[src/rtl/connection_aging_scan.sv]
// rtl/connection_aging_scan.sv - background sweeper that retires idle entries of the connection aging table
//
// Walks the aging table through its second port while configuration is
// quiescent (aging_enable high). Each live entry whose age reaches
// aging_threshold is reported to the event generator and then marked aged.
//
// Optional feature macro: AGING_SCAN_STATS_EN (adds aged_count / sweep_count).
//
// Ports:
//   clk, reset          single clock, asynchronous active-high reset
//   aging_enable        scan permission from the configuration block
//   cur_timestamp       free-running timestamp
//   idx_agingTb         table address (read and write)
//   rdValid_agingTb     one-cycle read strobe
//   wrValid_agingTb     one-cycle write strobe
//   data_agingTb        write data {aged flag, timestamp}
//   ctx_agingTb         read data, valid 2 cycles after rdValid_agingTb
//   agingInfo_valid     aged-connection report valid
//   agingInfo_idx       index of the aged connection
//   agingInfo_ready     event generator accepts the report
//   aged_count          (stats) completed report handshakes, saturating
//   sweep_count         (stats) completed sweeps, wrapping
//   scan_done           one-cycle pulse after the last index is processed

module connection_aging_scan #(
    parameter int                     d_agingTb       = 9,
    parameter int                     w_agingTb       = 9,
    parameter int                     w_timestamp     = 8,
    parameter logic [w_timestamp-1:0] aging_threshold = 8'd100
) (
    input  logic                   clk,
    input  logic                   reset,
    input  logic                   aging_enable,
    input  logic [w_timestamp-1:0] cur_timestamp,
    output logic [d_agingTb-1:0]   idx_agingTb,
    output logic                   rdValid_agingTb,
    output logic                   wrValid_agingTb,
    output logic [w_agingTb-1:0]   data_agingTb,
    input  logic [w_agingTb-1:0]   ctx_agingTb,
    output logic                   agingInfo_valid,
    output logic [d_agingTb-1:0]   agingInfo_idx,
    input  logic                   agingInfo_ready,
`ifdef AGING_SCAN_STATS_EN
    output logic [31:0]            aged_count,
    output logic [15:0]            sweep_count,
`endif
    output logic                   scan_done
);

    typedef enum logic [2:0] {
        IDLE,
        READ,
        WAIT_RAM_1,
        WAIT_RAM_2,
        CHECK,
        REPORT,
        WRITE,
        NEXT
    } state_t;

    localparam logic [d_agingTb-1:0] PTR_ONE  = {{(d_agingTb-1){1'b0}}, 1'b1};
    localparam logic [d_agingTb-1:0] PTR_LAST = {d_agingTb{1'b1}};

    state_t                 state_q;
    logic [d_agingTb-1:0]   ptr_q;
    logic [w_agingTb-1:0]   ctx_q;
    // CHECK spends two cycles: phase 0 captures the read data, phase 1
    // decides from the captured copy so the age compare starts from a flop.
    logic                   chk_phase_q;

    logic [d_agingTb-1:0]   idx_q;
    logic                   rd_q;
    logic                   wr_q;
    logic [w_agingTb-1:0]   data_q;
    logic                   valid_q;
    logic [d_agingTb-1:0]   aidx_q;
    logic                   done_q;

    logic [w_timestamp-1:0] age_d;
    logic                   aged_d;
    logic [w_agingTb-1:0]   wdata_d;
    logic [d_agingTb-1:0]   ptr_d;

    // Age uses modular subtraction so a timestamp that has wrapped still
    // yields the correct distance.
    always_comb begin
        age_d                  = cur_timestamp - ctx_q[w_timestamp-1:0];
        aged_d                 = !ctx_q[w_agingTb-1] && (age_d >= aging_threshold);
        wdata_d                = ctx_q;
        wdata_d[w_agingTb-1]   = 1'b1;
        ptr_d                  = ptr_q + PTR_ONE;
    end

    always_ff @(posedge clk or posedge reset) begin
        if (reset) begin
            state_q     <= IDLE;
            ptr_q       <= '0;
            ctx_q       <= '0;
            chk_phase_q <= 1'b0;
            idx_q       <= '0;
            rd_q        <= 1'b0;
            wr_q        <= 1'b0;
            data_q      <= '0;
            valid_q     <= 1'b0;
            aidx_q      <= '0;
            done_q      <= 1'b0;
        end else begin
            rd_q   <= 1'b0;
            wr_q   <= 1'b0;
            done_q <= 1'b0;
            case (state_q)
                IDLE: begin
                    if (aging_enable) state_q <= READ;
                end
                READ: begin
                    if (!aging_enable) begin
                        state_q <= IDLE;
                    end else begin
                        rd_q    <= 1'b1;
                        idx_q   <= ptr_q;
                        state_q <= WAIT_RAM_1;
                    end
                end
                WAIT_RAM_1: begin
                    state_q <= aging_enable ? WAIT_RAM_2 : IDLE;
                end
                WAIT_RAM_2: begin
                    chk_phase_q <= 1'b0;
                    state_q     <= aging_enable ? CHECK : IDLE;
                end
                CHECK: begin
                    if (!aging_enable) begin
                        chk_phase_q <= 1'b0;
                        state_q     <= IDLE;
                    end else if (!chk_phase_q) begin
                        ctx_q       <= ctx_agingTb;
                        chk_phase_q <= 1'b1;
                    end else begin
                        chk_phase_q <= 1'b0;
                        if (aged_d) begin
                            valid_q <= 1'b1;
                            aidx_q  <= ptr_q;
                            state_q <= REPORT;
                        end else begin
                            state_q <= NEXT;
                        end
                    end
                end
                REPORT: begin
                    // Once raised, the report is held until accepted; a
                    // disable seen at acceptance skips the write and keeps
                    // the pointer so the entry is re-checked on resume.
                    if (agingInfo_ready) begin
                        valid_q <= 1'b0;
                        state_q <= aging_enable ? WRITE : IDLE;
                    end
                end
                WRITE: begin
                    wr_q    <= 1'b1;
                    idx_q   <= ptr_q;
                    data_q  <= wdata_d;
                    state_q <= NEXT;
                end
                NEXT: begin
                    ptr_q   <= ptr_d;
                    done_q  <= (ptr_q == PTR_LAST);
                    state_q <= aging_enable ? READ : IDLE;
                end
                default: state_q <= IDLE;
            endcase
        end
    end

    assign idx_agingTb     = idx_q;
    assign rdValid_agingTb = rd_q;
    assign wrValid_agingTb = wr_q;
    assign data_agingTb    = data_q;
    assign agingInfo_valid = valid_q;
    assign agingInfo_idx   = aidx_q;
    assign scan_done       = done_q;

`ifdef AGING_SCAN_STATS_EN
    logic [31:0] aged_count_q;
    logic [15:0] sweep_count_q;

    always_ff @(posedge clk or posedge reset) begin
        if (reset) begin
            aged_count_q  <= '0;
            sweep_count_q <= '0;
        end else begin
            if (state_q == REPORT && agingInfo_ready && aged_count_q != 32'hFFFF_FFFF) begin
                aged_count_q <= aged_count_q + 32'd1;
            end
            if (done_q) begin
                sweep_count_q <= sweep_count_q + 16'd1;
            end
        end
    end

    assign aged_count  = aged_count_q;
    assign sweep_count = sweep_count_q;
`endif

endmodule

[config.mk]
export PLATFORM = sky130hd
export DESIGN_NAME = connection_aging_scan
export DESIGN_NICKNAME = d
export VERILOG_FILES = /design/src/rtl/connection_aging_scan.sv
export SDC_FILE = /design/constraint.sdc
export NUM_CORES = 1
export LEC_CHECK = 0
export BUFFER_PORTS_ARGS = -buffer_cell sky130_fd_sc_hd__buf_4
export CAP_MARGIN = 20
export CELL_PAD_IN_SITES_DETAIL_PLACEMENT = 1
export CELL_PAD_IN_SITES_GLOBAL_PLACEMENT = 1
export CORE_AREA = 5 5 87 110
export CTS_CLUSTER_SIZE = 30
export DETAILED_ROUTE_END_ITERATION = 10
export DIE_AREA = 0 0 92 115
export GPL_ROUTABILITY_DRIVEN = 0
export PLACE_DENSITY_LB_ADDON = 0.1
export SLEW_MARGIN = 15
export SYNTH_ARGS = -nofsm -noshare
export SYNTH_HDL_FRONTEND = slang
export SYNTH_SLANG_ARGS = --single-unit
[constraint.sdc]
create_clock -name clk -period 2.6 [get_ports clk]
set_input_delay 0.13 -clock clk [delete_from_list [all_inputs] [get_ports clk]]
set_output_delay 0.13 -clock clk [all_outputs]
set_load 0.03 [all_outputs]
# Word level (Yosys, flattened, before mapping)
# Index checks and enable logic that the tools add are counted.
classes:
  addsub: 2
  magnitude_cmp: 1
  n_mux: 25
  n_div: 0
  n_reduce_logical: 11
  mul: 0
  n_bitwise: 1
  n_eq_ne: 15
  shift: 0
op_table:
  columns: ["op", "n"]
  rows:
  - ["$pmux W3 S8", 1]
  - ["$mux W3", 6]
  - ["$pmux W9 S2", 1]
  - ["$eq A3 B3 Y1 const B", 4]
  - ["$ne A2 B2 Y1 const B", 6]
  - ["$mux W1", 11]
  - ["$add A9 B1 Y9 const B", 1]
  - ["$eq A9 B9 Y1 const B", 1]
  - ["$mux W9", 1]
  - ["$ge A8 B7 Y1 const B", 1]
  - ["$sub A8 B8 Y8", 1]
  - ["$eq A3 B2 Y1 const B", 2]
  - ["$mux W2", 3]
  - ["$reduce_and A3 Y1", 2]
  - ["$reduce_bool A2 Y1", 3]
  - ["$reduce_and A5 Y1", 1]
  - ["$pmux W1 S2", 2]
  - ["$reduce_and A4 Y1", 1]
  - ["$eq A3 B1 Y1 const B", 1]
  - ["$logic_not A3 Y1", 1]
  - ["$ne A3 B3 Y1 const B", 1]
  - ["$reduce_and A2 Y1", 1]
  - ["$logic_and A1 B1 Y1", 1]
  - ["$logic_not A1 Y1", 1]
  - ["$not A1 Y1", 1]
totals:
  inputBits: 21
  out_inout_bits: 31
  register_bits: 53
  mem_count: 0
  mem_bits_ro: 0
  ram_bits: 0
  latchBits: 0
  word_cells: 66

# Longest topological paths before layout
# Gate-level depths: netlist of the first run.
depth:
  depth_word: 7
  ltp_mapped: 12
  ltp_nobuf: 11

# Worst setup path after synthesis of the first run
# Ideal clock, no wire load.
synth_timing:
  path_kind: "flip-flop to flip-flop"
  startpoint: "register ctx_q[0]"
  endpoint: "register aidx_q[0], in the netlist agingInfo_idx[0]"
  stages_incl_launch_ff: 12
  period_less_slack_ps: 2505
  setup_slack_ps: 95
  arrival_time_ps: 2380
  setup_ps: 125
  t_required_ps: 2475
  cell_sequence: "dfrtp_1 > ha_1 > inv_1 > fa_1 > a211oi_1 > o21bai_1 > a21oi_1 > xor2_1 > o32ai_1 > nand4bb_1 > buf_6 > mux2_4"
synth_via:
  elab_chain_cells: 4
synth_lines:
  columns: ["element", "line", "text"]
  rows:
  - ["from (decl)", "66", "logic [w_agingTb-1:0] ctx_q;"]
  - ["from (signal assigned)", "136", "ctx_q <= ctx_agingTb;"]
  - ["$sub A8 B8 Y8", "87", "age_d = cur_timestamp - ctx_q[w_timestamp-1:0];"]
  - ["$ge A8 B7 Y1", "88", "aged_d = !ctx_q[w_agingTb-1] && (age_d >= aging_threshold);"]
  - ["$logic_and A1 B1 Y1", "88", null]
  - ["$reduce_and A4 Y1 (no source line)", null, null]
  - ["to (signal assigned)", "142", "aidx_q <= ptr_q;"]
  - ["to (decl)", "76", "logic [d_agingTb-1:0] aidx_q;"]
# Every way passes these cells.
# A chain may end at the register's enable or synchronous reset.

# Worst setup path after layout of the first run
layout_timing:
  startpoint: "register ctx_q[0]"
  endpoint: "register aidx_q[7], in the netlist agingInfo_idx[7]"
# Same word-level chain as after synthesis.

==> metrics.txt, run 1 <==
Hold Crit Class in2reg; R2R Setup Slk 0.07 ns; Placement Rows 38; CTS sink count 53; Crit path required time 2.80 ns; Reg power frac 0.386; Final WS setup 0.06744 ns; antenna violations before repair 0; switching power 1028 uW; Comb pwr share 0.382; startpoint type of the worst setup path flop; First DRT Iteration DRCs 62; Final #Nets 310; Critical Path Max Stage Delay 0.36 ns; setup TNS 0 ns; core footprint 8463 um^2; initial core utilization 0.2893; H-tree depth 2; Die Height 115 um; Finished Core Util 0.3755; hpwl dp 4391 um; Worst Path Max Fanout 10; Setup-failing EPs final 0; CTS Buf Count 5; via-per-instance ratio 4.655; Diodes inserted 0; final period utilization 0.9741; Routed Antenna Nets 0; Mean Syn Cell Area 11.28 um^2; CP cell instances ha_2 > inv_2 > fa_2 > a211oi_2 > o21bai_1 > a21oi_1 > xor2_1 > o32ai_2 > nand4bb_1 > buf_12 > mux2_4; Tmin final 2.533 ns; global-route wire length before repair 9625 um; CTS Buffer Depth 2; Max Cap Viol 0; clock share of power 0.233; setup slack at placement -0.1265 ns; RSZ-0062 raised after global routing true; Slew Limit Fails 0; clk root buf clkbuf_8; Vias 1769; EDFF count, synth 0; VDD IR max 0.3244 mV; Hold Startpoint ctx_agingTb[2]; status complete, no violations; Synth top area share 0.5416; internal power 1867 uW; routed length per instance 14.67 um; area delta synth->final 29.79%; Worst Tran Pin Value 0.8805 ns; critical path type reg2reg; gr usage total 0.1140; Syn Inst Count 217; post-synth design cell area 2449 um^2; Sw Share 0.3551; Synth Flop Type dfrtp_1; Synth area leader dfrtp_1; Post-synth ARST share 1.000; CTS tree built; port buffer count 51; Critical Path AT 2.73 ns; Fmax 394.9 MHz; clock latency on the worst-skew pair 0.31 ns; die width 92 um; Overflow after GRT 0; Tot Pwr 2894 uW; Post-Route WL 5575 um; sequential share of the synthesized area 0.5416; commonest non-fill, non-tap cell in the layout buf_4; end of the critical path agingInfo_idx[7]$_DFFE_PP0P_; pwr dens 910.8 nW/um^2; Setup Skew 0.009640 ns; Worst setup EP type flop; Synth Net Count 248; largest net degree at the start of global routing 24; Residual DRC 0; synth top area cells dfrtp_1, mux2_2, mux2_4; crit path launch ctx_q[0]$_DFFE_PP0P_; layout cells sized above 1 0.3571; # Post-CTS Setup Buffers 0; RR Endpoint agingInfo_idx[7]$_DFFE_PP0P_; most frequent cells in the layout buf_4, dfrtp_1, nand2_1; Hold Slack 0.02436 ns; RR Startpoint ctx_q[0]$_DFFE_PP0P_; Fin. Hold Viols 0; DIE AREA 10580 um^2; distinct cell type count after synthesis 32; vias in the first global route 1937; Leakage 0.001634 uW; Seq cells post-synth 53; FF-to-FF path depth 11; num ports 52; CTS clk-pin slew, worst paths 0.10 ns; Worst slew margin 0.4108; synth warn 0; DR pass1 iterations 3; slowest stage cell on the critical path dfrtp_1
-- cells in the mapped netlist (3+ instances only) --
| library cell | number |
|---|---|
| a21o_1 | 3 |
| a21oi_1 | 6 |
| clkbuf_1 | 6 |
| dfrtp_1 | 53 |
| ha_1 | 9 |
| inv_1 | 13 |
| mux2_2 | 15 |
| mux2_4 | 9 |
| nand2_1 | 26 |
| nand3_1 | 3 |
| nor2_1 | 11 |
| nor2b_1 | 6 |
| nor3_1 | 4 |
| o21ai_0 | 22 |
| xnor2_1 | 6 |
| xor2_1 | 7 |
-- layer usage --
layer / track usage / routed length, um / share of wire / up-vias
met5: 0 / 0 / 0 / -
met4: 0.04955 / 144 / 0.026 / 0
met3: 0.02749 / 266 / 0.048 / 10
met2: 0.2037 / 2836 / 0.51 / 43
met1: 0.1296 / 2328 / 0.42 / 867
li1: - / - / - / 849
-- registers in the layout, indices dropped and copies added (netlist names) --
signal / flops
ptr_q: 9
ctx_q: 9
agingInfo_valid: 1
state_q: 3
data_agingTb: 9
agingInfo_idx: 9
scan_done: 1
rdValid_agingTb: 1
wrValid_agingTb: 1
chk_phase_q: 1
idx_agingTb: 9
-- power by group through the flow --
stage                     logic (uW)  clock network (uW)  registers (uW)
after floorplan                  592                   0            1250
after global placement          1080                   0            1140
after detailed placement        1090                   0            1140
after CTS                       1130                 706            1120
after global routing            1240                 727            1150
final                           1100                 674            1120
-- through the flow --
stage	cell area, um^2	instances
after floorplan	2449	217
after global placement	3013	371
after detailed placement	3013	371
after CTS	3176	380
after global routing	3178	380
final	3178	380
-- worst max-delay path: cells and delay by family (launching register included) --
| family | cells | cell delay, ns |
|---|---|---|
| AOI/OAI and AO/OA | 4 | 0.73 |
| xor gates and xnor gates | 1 | 0.09 |
| adders and majority gates | 2 | 0.53 |
| buffers and inverters | 2 | 0.24 |
| DFF | 1 | 0.36 |
| muxes | 1 | 0.29 |
| and+or+nand+nor | 1 | 0.19 |
-- cell type report --
class,count,area [um^2]
flip-flops and latches,53,1326
inverters,13,48.80
repair buffers,63,488.0
well taps,100,125.1
fillers,964,5285
clock buffers,5,68.82
multi-input cells,143,1052
clock inverters,3,68.82
-- kinds of logic after synthesis --
kind of cell / count (synthesis) / share of synthesized area
xor gates and xnor gates: 13 / 0.04650
buffers and inverters: 21 / 0.03577
adders and majority gates: 10 / 0.05417
DFF: 53 / 0.5416
and+or+nand+nor: 59 / 0.1124
muxes: 24 / 0.1242
AOI/OAI and AO/OA: 37 / 0.08534
-- worst min-delay path by stage --
stage,slack (ns),depth (start not counted),to
2_1_floorplan,0.25,2,ctx_q[1]$_DFFE_PP0P_
3_3_place_gp,0.21,2,idx_agingTb[0]$_DFFE_PP0P_
3_5_place_dp,0.20,2,agingInfo_idx[1]$_DFFE_PP0P_
4_1_cts,0.007,3,ctx_q[1]$_DFFE_PP0P_
5_1_grt,0.03,3,ctx_q[3]$_DFFE_PP0P_
6_report,0.02,3,ctx_q[2]$_DFFE_PP0P_
-- timing repair --
item | CTS | global route
resized for setup | 3 | 2
hold endpoints to repair | 21 | 0
pin swaps | 1 | 1
endpoints found under the setup margin | 9 | 9
cloned | 0 | 0
hold buffers | 1 | 0
No activity file was read; power rests on OpenSTA's default activity.
==> inputs of run 2 (changes only) <==
Settings changed: SETUP_SLACK_MARGIN set to 0.5.
==> metrics.txt, run 2 (synthesis gave the netlist of run 1 again) <==
die width 92 um; Slew Limit Fails 0; Fin. Hold Viols 0; Die Height 115 um; Critical Path Max Stage Delay 0.39 ns; Placement Rows 38; DR pass1 iterations 4; Worst Tran Pin Value 0.5239 ns; antenna violations before repair 0; Vias 1735; vias in the first global route 1953; Overflow after GRT 0; Setup-failing EPs final 0; register area 1326 um^2; Routed Antenna Nets 0; setup slack at placement -0.05631 ns; Worst slew margin 0.6503; First DRT Iteration DRCs 42; Critical Path AT 2.70 ns; CTS sink count 53; Leakage 0.001604 uW; num ports 52; initial core utilization 0.2893; commonest non-fill, non-tap cell in the layout buf_4; Residual DRC 0; CP cell instances ha_4 > inv_2 > fa_2 > a211oi_2 > o21bai_1 > a21oi_1 > xor2_1 > o32ai_2 > nand4bb_1 > buf_6 > mux2_4; hpwl dp 4332 um; final period utilization 0.9613; placed cells 366; clk root buf clkbuf_8; most frequent cells in the layout buf_4, dfrtp_1, nand2_1; H-tree depth 2; Non-Filler Instances 379; core footprint 8463 um^2; largest net degree at the start of global routing 22; DIE AREA 10580 um^2; critical path type reg2reg; slowest stage cell on the critical path dfrtp_1; RSZ-0062 raised after global routing true; gr usage total 0.1160; Worst setup EP type flop; status complete, no violations; global-route wire length before repair 9715 um; pwr dens 865.4 nW/um^2; Max Cap Viol 0; Fmax 400.1 MHz; Crit path required time 2.80 ns; Tmin final 2.499 ns; port buffer count 51; via-per-instance ratio 4.578; Hold Crit Class in2reg; Final WS setup 0.1006 ns; Final #Nets 309; startpoint type of the worst setup path flop; routed length per instance 15.32 um; CTS tree built; area delta synth->final 27.85%; Diodes inserted 0; Worst Path Max Fanout 10; clock latency on the worst-skew pair 0.31 ns; Post-Route WL 5807 um; Multi-input gate area 1072 um^2; VDD IR max 0.2754 mV; layout cells sized above 1 0.3656; CTS Buffer Depth 2; Setup Skew 0.005087 ns; CTS clk-pin slew, worst paths 0.10 ns; Layout fillers 960; CTS Buf Count 5
==> run 2: path summary, 6_finish.rpt <==
check | cells past startpoint | from | end | slack [ns]
max in group asynchronous | 4 | reset | ctx_q[3]$_DFFE_PP0P_ | 1.64
hold reg to reg | 1 | data_agingTb[8]$_DFFE_PP0P_ | data_agingTb[8]$_DFFE_PP0P_ | 0.49
setup / recovery | 11 | ctx_q[0]$_DFFE_PP0P_ | agingInfo_idx[8]$_DFFE_PP0P_ | 0.10
min in group asynchronous | 3 | reset | data_agingTb[2]$_DFFE_PP0P_ | 0.35
setup reg to reg | 11 | ctx_q[0]$_DFFE_PP0P_ | agingInfo_idx[8]$_DFFE_PP0P_ | 0.10
hold / removal | 3 | ctx_agingTb[5] | ctx_q[5]$_DFFE_PP0P_ | 0.02
==> run 2: metrics by stage <==
stage | cell area [um^2] | util | hold slack, ns | setup TNS (ns) | total power [uW]
2_1_floorplan | 2459 | - | 0.2468 | 0 | 1853
3_3_place_gp | 2973 | 0.3513 | 0.1487 | 0 | 2178
3_5_place_dp | 2973 | 0.3513 | 0.1518 | -0.4441 | 2186
4_1_cts | 3118 | 0.3684 | 0.01718 | 0 | 2738
5_1_grt | 3131 | 0.3699 | 0.03264 | -0.6897 | 2922
6_report | 3131 | 0.3699 | 0.02456 | 0 | 2709
==> run 2: area by class of cell <==
cell class / instances / area share
sequential: 53 / 0.4237
multi-input combinational: 143 / 0.3425
timing repair buffer: 62 / 0.1507
tap: 100 / 0.03997
clock buffer: 5 / 0.02198
inverter: 13 / 0.01559
clock inverter: 3 / 0.005596
==> run 2: what timing repair did <==
action                     4_1_cts  5_1_grt
setup buffers                    3        1
setup endpoints to repair       11       18
gates resized for setup          5        2
hold endpoints to repair        15        0
pin swaps                        1        0
cloned                           0        0
hold buffers                     1        0
==> run 2: layer usage <==
metal | routed length (um) | part of all wire | track usage
met3 | 213 | 0.037 | 0.02814
met5 | 0 | 0 | 0
met1 | 2519 | 0.43 | 0.1372
met4 | 73 | 0.013 | 0.03865
met2 | 3000 | 0.52 | 0.2066
==> run 2: critical path, delay by kind of cell (launching register included) <==
family | cells | cell delay, ns
buffers and inverters | 2 | 0.23
xor gates and xnor gates | 1 | 0.09
DFF | 1 | 0.39
and+or+nand+nor | 1 | 0.16
AOI/OAI and AO/OA | 4 | 0.73
adders and majority gates | 2 | 0.49
muxes | 1 | 0.30
==> run 2: where the power goes <==
group / switching, uW / internal (uW)
Clock: 289 / 187
Combinational: 627 / 481
Sequential: 126 / 999
==> inputs of run 3 (changes only) <==
Settings changed: CORE_AREA 5 5 87 110 to 5 5 102 94, DIE_AREA 0 0 92 115 to 0 0 107 99.
==> metrics.txt, run 3 (synthesis gave the netlist of run 1 again) <==
Fin. Hold Viols 0; H-tree depth 2; hpwl dp 4317 um; routed length per instance 14.48 um; Slew Limit Fails 0; antenna violations before repair 0; CTS sink count 53; setup slack at placement -0.05630 ns; Residual DRC 0; commonest non-fill, non-tap cell in the layout buf_4; gr usage total 0.1117; internal power 1643 uW; Die Height 99 um; VDD IR max 0.3172 mV; Tmin final 2.529 ns; Setup Skew 0.01273 ns; Fmax 395.4 MHz; placed cells 369; initial core utilization 0.2912; Post-Route WL 5504 um; FF-to-FF path depth 11; final period utilization 0.9726; Hold Slack 0.02677 ns; largest net degree at the start of global routing 30; Final WS setup 0.07121 ns; RR Startpoint ctx_q[0]$_DFFE_PP0P_; Setup-failing EPs final 0; First DRT Iteration DRCs 40; core footprint 8408 um^2; RR Endpoint agingInfo_idx[8]$_DFFE_PP0P_; global-route wire length before repair 9577 um; clock share of power 0.183; Multi-input gate area 1057 um^2; Placement Rows 32; Placement Cell Area 2983 um^2; Worst Hold Depth 3; register area 1326 um^2; Final #Nets 308; critical path type reg2reg; layout cells sized above 1 0.3597; Max Cap Viol 0; Worst Tran Pin Value 0.6297 ns; Diodes inserted 0; die width 107 um; pwr dens 853.8 nW/um^2; Reg power frac 0.427; worst hold endpoint ctx_q[6]$_DFFE_PP0P_; startpoint type of the worst setup path flop; Vias 1725; CTS Buffer Depth 2; port buffer count 51; Critical Path AT 2.73 ns; switching power 1019 uW; most frequent cells in the layout buf_4, dfrtp_1, nand2_1; Worst Path Max Fanout 4; CTS clk-pin slew, worst paths 0.11 ns; Crit path required time 2.81 ns; Comb pwr share 0.389; final instance area 3118 um^2; DR pass1 iterations 4; area delta synth->final 27.34%; CTS tree built; Non-Filler Instances 380; Hold Startpoint ctx_agingTb[6]; via-per-instance ratio 4.539; Overflow after GRT 0; DIE AREA 10590 um^2; Worst setup EP type flop; Sw Share 0.3828; clk root buf clkbuf_8; clock latency on the worst-skew pair 0.31 ns; num ports 52; Hold Crit Class in2reg; RSZ-0062 raised after global routing true; Worst slew margin 0.5796; R2R Setup Slk 0.07 ns; CTS Buf Count 5; status complete, no violations; Routed Antenna Nets 0; vias in the first global route 1885; Layout fillers 955; Leakage 0.001596 uW
## run 3: through the flow
| step | power [uW] | setup TNS [ns] | utilization |
|---|---|---|---|
| global route | 2885 | -1.117 | 0.3708 |
| floorplan | 1853 | 0 | - |
| global placement | 2168 | 0 | 0.3548 |
| detailed placement | 2173 | -0.3510 | 0.3548 |
| finish | 2662 | 0 | 0.3708 |
| CTS | 2710 | 0 | 0.3705 |
## run 3: how the worst max path moves through the flow
| stage | cells after the start | to | start | slack, ns |
|---|---|---|---|---|
| finish | 11 | agingInfo_idx[8]$_DFFE_PP0P_ | ctx_q[0]$_DFFE_PP0P_ | 0.07 |
| global placement | 11 | agingInfo_idx[4]$_DFFE_PP0P_ | ctx_q[0]$_DFFE_PP0P_ | 0.03 |
| detailed placement | 11 | agingInfo_idx[4]$_DFFE_PP0P_ | ctx_q[0]$_DFFE_PP0P_ | -0.06 |
| floorplan | 11 | agingInfo_idx[0]$_DFFE_PP0P_ | ctx_q[0]$_DFFE_PP0P_ | 0.20 |
| CTS | 11 | agingInfo_idx[8]$_DFFE_PP0P_ | ctx_q[0]$_DFFE_PP0P_ | 0.02 |
| global route | 11 | agingInfo_idx[7]$_DFFE_PP0P_ | ctx_q[0]$_DFFE_PP0P_ | -0.13 |
## run 3: routing by layer
layer  vias to the layer above  global-route usage  wire (um)
met4                         0             0.02950         47
met3                         2             0.02423        206
met1                       844              0.1529       2646
li1                        854                   -          -
met2                        25              0.1796       2603
met5                         -                   0          0
## run 3: worst max-delay path, cell delays in order, from the launching register on
cell       delay, ns
dfrtp_1         0.38
ha_2            0.19
inv_2           0.04
fa_2            0.34
a211oi_2        0.22
o21bai_1        0.10
a21oi_1         0.17
xor2_1          0.10
o32ai_2         0.22
nand4bb_1       0.18
buf_4           0.20
mux2_4          0.29
## run 3: layout make-up
type                    count  share of cell area
inverters                  13             0.01565
clock buffers               5             0.02207
multi-input cells         143              0.3391
repair buffers             61              0.1489
well taps                 102             0.04093
flip-flops and latches     53              0.4254
clock inverters             3            0.008026
## run 3: power groups by stage
stage	Combinational, uW	Clock, uW	Sequential (uW)
after floorplan	604	0	1250
after global placement	1010	0	1160
after detailed placement	1010	0	1160
after CTS	1060	511	1140
after global routing	1170	545	1170
final	1040	488	1140
## run 3: what timing repair did
action,4_1_cts,5_1_grt
hold buffers,1,0
gates resized for setup,4,1
endpoints found under the setup margin,18,13
hold endpoints to repair,27,0
buffers inserted,2,0
pin swaps,2,1
gates cloned,0,0
